==> src/rtl/vram_port_arbiter.sv <==
// Arbitrates one single-port synchronous RAM between the CPU MEM stage and the
// display scan-out reader; the display wins by default, with a bounded CPU wait.
module vram_port_arbiter #(
  parameter int ADDR_W   = 16,
  parameter int DATA_W   = 32,
  parameter int MAX_WAIT = 4,
  parameter int CNT_W    = 16
) (
  input  logic              clk,
  input  logic              rst,
  input  logic              cpu_req,
  input  logic              cpu_we,
  input  logic [ADDR_W-1:0] cpu_addr,
  input  logic [DATA_W-1:0] cpu_wdata,
  output logic              cpu_grant,
  output logic              cpu_stall,
  output logic              cpu_rvalid,
  output logic [DATA_W-1:0] cpu_rdata,
  input  logic              disp_req,
  input  logic [ADDR_W-1:0] disp_addr,
  output logic              disp_grant,
  output logic              disp_rvalid,
  output logic [DATA_W-1:0] disp_rdata,
  output logic              ram_en,
  output logic              ram_we,
  output logic [ADDR_W-1:0] ram_addr,
  output logic [DATA_W-1:0] ram_wdata,
  input  logic [DATA_W-1:0] ram_rdata,
  output logic [CNT_W-1:0]  conflict_cnt
);

  typedef enum logic [1:0] {
    TAG_NONE = 2'd0,
    TAG_CPU  = 2'd1,
    TAG_DISP = 2'd2
  } rd_tag_e;

  localparam logic [3:0] MAX_W = 4'(MAX_WAIT);

  logic [3:0]        r_wait_cnt;
  logic [3:0]        w_wait_cnt_nxt;
  rd_tag_e           r_rd_tag;
  rd_tag_e           w_rd_tag_nxt;
  logic [DATA_W-1:0] r_cpu_rdata;
  logic [DATA_W-1:0] r_disp_rdata;
  logic [CNT_W-1:0]  r_conflict_cnt;
  logic              w_cpu_grant;
  logic              w_disp_grant;
  logic              w_cpu_rvalid;
  logic              w_disp_rvalid;

  // Grant decision and next-state; everything is held off while rst is high.
  always_comb begin
    // NOTE: every always_comb output gets a default first so no path can infer a latch.
    w_cpu_grant    = 1'b0;
    w_disp_grant   = 1'b0;
    w_wait_cnt_nxt = 4'd0;
    w_rd_tag_nxt   = TAG_NONE;
    if (!rst) begin
      if (cpu_req && (!disp_req || r_wait_cnt >= MAX_W)) begin
        w_cpu_grant = 1'b1;
      end else if (disp_req) begin
        w_disp_grant = 1'b1;
      end
    end
    if (cpu_req && !w_cpu_grant) begin
      w_wait_cnt_nxt = (r_wait_cnt >= MAX_W) ? MAX_W : r_wait_cnt + 4'd1;
    end
    if (w_cpu_grant && !cpu_we) begin
      w_rd_tag_nxt = TAG_CPU;
    end else if (w_disp_grant) begin
      w_rd_tag_nxt = TAG_DISP;
    end
  end

  assign w_cpu_rvalid  = (r_rd_tag == TAG_CPU)  && !rst;
  assign w_disp_rvalid = (r_rd_tag == TAG_DISP) && !rst;

  always_ff @(posedge clk) begin
    // NOTE: sequential state uses non-blocking assignments so every register samples pre-edge values.
    if (rst) begin
      r_wait_cnt     <= 4'd0;
      r_rd_tag       <= TAG_NONE;
      r_cpu_rdata    <= '0;
      r_disp_rdata   <= '0;
      r_conflict_cnt <= '0;
    end else begin
      r_wait_cnt <= w_wait_cnt_nxt;
      r_rd_tag   <= w_rd_tag_nxt;
      if (w_cpu_rvalid) begin
        r_cpu_rdata <= ram_rdata;
      end
      if (w_disp_rvalid) begin
        r_disp_rdata <= ram_rdata;
      end
      if (cpu_req && disp_req && !(&r_conflict_cnt)) begin
        r_conflict_cnt <= r_conflict_cnt + 1'b1;
      end
    end
  end

  assign cpu_grant    = w_cpu_grant;
  assign disp_grant   = w_disp_grant;
  assign cpu_stall    = cpu_req && !w_cpu_grant;
  assign cpu_rvalid   = w_cpu_rvalid;
  assign disp_rvalid  = w_disp_rvalid;
  // Returned data is visible in its return cycle, then held from the register.
  assign cpu_rdata    = w_cpu_rvalid  ? ram_rdata : r_cpu_rdata;
  assign disp_rdata   = w_disp_rvalid ? ram_rdata : r_disp_rdata;
  assign ram_en       = w_cpu_grant || w_disp_grant;
  assign ram_we       = w_cpu_grant && cpu_we;
  assign ram_addr     = w_cpu_grant ? cpu_addr : disp_addr;
  assign ram_wdata    = cpu_wdata;
  assign conflict_cnt = r_conflict_cnt;

endmodule

==> config.mk <==
export PLATFORM = sky130hd
export DESIGN_NAME = vram_port_arbiter
export DESIGN_NICKNAME = d
export VERILOG_FILES = /design/src/rtl/vram_port_arbiter.sv
export SDC_FILE = /design/constraint.sdc
export NUM_CORES = 1
export LEC_CHECK = 0
export CAP_MARGIN = 20
export CORE_MARGIN = 2
export CORE_UTILIZATION = 38
export DETAILED_ROUTE_END_ITERATION = 12
export HOLD_SLACK_MARGIN = 0.1
export PLACE_DENSITY = 0.81
export SYNTH_ARGS = -nofsm -noshare
export SYNTH_HDL_FRONTEND = slang
export SYNTH_SLANG_ARGS = --single-unit
==> constraint.sdc <==
create_clock -name clk -period 2.5 [get_ports clk]
set_clock_uncertainty 0.1 [all_clocks]
set_input_delay 0.5 -clock clk [delete_from_list [all_inputs] [get_ports clk]]
set_output_delay 0.5 -clock clk [all_outputs]
set_load 0.02 [all_outputs]
==> parameters.txt <==
Parameter                              Value

Outcome
  Status ... finished, final reports clean

Global route
  Initial antenna violation count ... 0
  Global routing usage on met2 ... 0.378
  Number of global-route vias before repair ... between 3,000 and 4,000
  Routing layer with the top usage in global route ... met2
  Largest net degree at the start of global routing ... 77
  Wire length of the first global-routing pass ... ~19 mm
  Global router's overall resource usage ... 0.211
  Overflow left after global routing ... 0
  Met3 track demand over resource ... 0.0460
  Met1 track demand over resource ... 0.247

Clocking
  TritonCTS sink count ... 86
  TritonCTS clock tree ... built
  Clock H-tree levels ... 3
  Clock latency reported for the late side of the worst-skew pair ... about 0.35 ns
  Clock transition at the register clock pins on the worst setup and hold paths after CTS ... ~0.08 ns
  Number of hold buffers added after CTS ... 0
  Cell chosen for the clock root ... clkbuf_8
  Maximum clock insertion buffer count ... 2
  Clock buffer count from CTS ... 9

Floorplanning
  Number of ports placed on the die boundary ... 236
  Standard-cell rows ... 37
  Vertical die dimension ... ~110 um
  Effective utilization at floorplan ... 0.392
  Die ar. ... approximately 0.012 sq mm
  Core area ... between 0.01 and 0.015 sq mm
  Width of the die ... 107 um

Logic synthesis
  Seq/Total Area, Yosys ... 0.424
  Post-synthesis async set-or-reset flop share ... 0
  Yosys warnings ... 0
  Total standard cell area after synthesis ... 0.00406 sq mm
  Main synth FF type ... dfxtp_1
  Post-synth EDFFs ... 0
  Area contributors post-synth ... dfxtp_1 42%, mux2_2 22%, and2_1 10%, buf_4 5.9%, or4_1 1.5%
  Most area-hungry cell type in the Yosys netlist ... dfxtp_1
  Share of the synthesized area in the top cell type ... 0.424
  Average footprint of a synthesized cell ... slightly above 10 sq um
  Most common cell in the netlist ... dfxtp_1
  Distinct cell type count after synthesis ... 37
  Top cell types by occurrence after synthesis ... 86 x dfxtp_1, 80 x mux2_2, 66 x and2_1
  Synth Net Count ... about 500
  Gate count after technology mapping ... slightly below 400
  Yosys reg bits ... 86

Final layout
  Final design area excluding fillers ... 0.00637 sq mm
  Nets ... about 660
  Number of diodes added for antenna fixing ... 0
  Utilization after layout ... 0.614
  Fraction of layout instances using a drive strength above 1 ... 0.404
  P&R area growth vs syn ... 56.7%

Critical path
  Critical path start-end classification ... primary input to output port
  Highest net fanout along the worst path ... 5
  Crit start category ... primary input
  Critical path capture point type ... output port
  Endpoint required time on the critical path ... 1.90 ns
  Cell type of the slowest stage on the worst timing path ... clkdlybuf4s50_1
  Critical Path AT ... 1.83 ns
  CP Cell Sequence ... dlygate4sd2_1, buf_4, o21ai_0, and3_1, clkdlybuf4s50_1
  Crit path largest cell delay ... 0.63 ns

STA
  Worst Max-Slew Pin Slew ... between 0.7 and 0.8 ns
  Max Clock Freq ... 411 MHz
  Setup TNS ... 0 ns
  Fin. Hold Viols ... 0
  Count of final setup violators ... 0
  Slew headroom ... 0.484
  Pins Over Slew Limit ... 0
  Final period demand of the worst path ... ~2.4 ns
  Final worst path period share ... 0.974
  Unrepaired setup endpoints after global routing ... false

Detailed routing
  Iteration-0 DRC count of the detailed router ... between 100 and 150
  Vias ... around 3,600
  Pre-antenna DRT Iters ... 4
  Post-DR vias/cell ... between 5 and 6
  Post-detailed-route wirelength per cell ... 17.3 um
  Wire length reported by the detailed router ... 12.1 mm
  Post-route DRC ... 0
  Antenna Violating Nets Remaining ... 0

Pwr
  Power density over the cells ... between 400 and 500 mW/mm^2
  Worst IR Drop VDD ... approximately 0.25 mV
  Leakage power figure ... approximately 2.7 nW

Flow run
  Maximum Capacitance Violations ... 0

Placed design
  HPWL reported at the end of detailed placement ... ~8 mm
  Instance area at placement ... roughly 0.0058 sq mm
  Port Buffer Count ... ~170
  GPL Wtd Cong ... 0.791

Hold path
  Min-Delay Path Class ... register to register
[timing repair]
action | CTS | global route
setup endpoints to repair | 86 | 13
cloned | 7 | 0
gates resized for setup | 453 | 3
buffers inserted | 16 | 0
pin swaps | 2 | 0
[critical path, delay by kind of cell]
| family | cells | cell delay (ns) |
|---|---|---|
| compound gates | 1 | 0.09 |
| simple gates | 1 | 0.20 |
| buf+inv | 3 | 1.04 |
[where the power goes]
part           switching, mW  internal, mW
Clock                  0.492         0.648
Combinational          0.248         0.322
Sequential            0.0183          1.40
Total                  0.758          2.37
[layout make-up]
class	count	area, sq um
sequential	86	1720
tap	136	170
multi-input combinational	248	2100
timing repair buffer	210	2110
clock inverter	4	77.6
clock buffer	12	165
inverter	5	18.8
fill	830	4000
[final timing paths]
| path | depth (start not counted) | slack [ns] | end | startpoint |
|---|---|---|---|---|
| setup / recovery | 5 | 0.07 | disp_grant | cpu_req |
| hold / removal | 1 | 0.34 | r_wait_cnt[0] | r_wait_cnt[0] |
| setup reg to reg | 5 | 0.26 | conflict_cnt[14] | conflict_cnt[0] |
| hold reg to reg | 1 | 0.34 | r_wait_cnt[0] | r_wait_cnt[0] |
[placed cells by master (no fill, tap or decap), types with 3 or more instances in the layout]
cell type	count
a21oi_1	8
a31oi_1	3
and2_1	66
and3_1	3
buf_12	5
buf_16	7
buf_2	32
buf_4	26
buf_6	44
clkbuf_8	12
clkdlybuf4s15_2	7
clkdlybuf4s50_1	83
dfxtp_1	84
dlygate4sd2_1	6
inv_1	4
mux2_2	50
mux2_4	30
nand2_1	10
nand3_1	8
nand4_1	9
nor2_1	5
nor3_1	5
nor4_1	4
o211ai_1	3
o21ai_0	3
o311ai_0	4
o31ai_1	7
or4_1	8
[flip-flops by register name, summed over array words and instances (netlist names)]
signal        flops
r_wait_cnt        4
conflict_cnt     16
r_rd_tag          2
r_disp_rdata     32
r_cpu_rdata      32
[stage by stage]
stage	hold slack, ns	total power, mW	instances	setup slack, ns
floorplan	0.306	1.75	395	0.109
global placement	0.312	1.96	663	-0.616
detailed placement	0.328	1.97	663	-0.629
CTS	0.339	3.16	702	0.0340
global route	0.374	3.26	701	0.00991
finish	0.339	3.13	701	0.0659
[layer usage]
layer,part of all wire,up-vias
li1,-,1689
met1,0.41,1717
met2,0.51,163
met3,0.066,12
met4,0.015,0
met5,0,-
[cells by family after synthesis]
group | count (synthesis) | share of synthesized area
AOI/OAI and AO/OA | 33 | 0.0555
adders and majority gates | 2 | 0.00616
and+or+nand+nor | 132 | 0.199
muxes | 80 | 0.222
DFF | 86 | 0.424
buffers and inverters | 61 | 0.0927
other | 1 | 0.000923
Note: power is estimated with default switching activity, not from simulation.
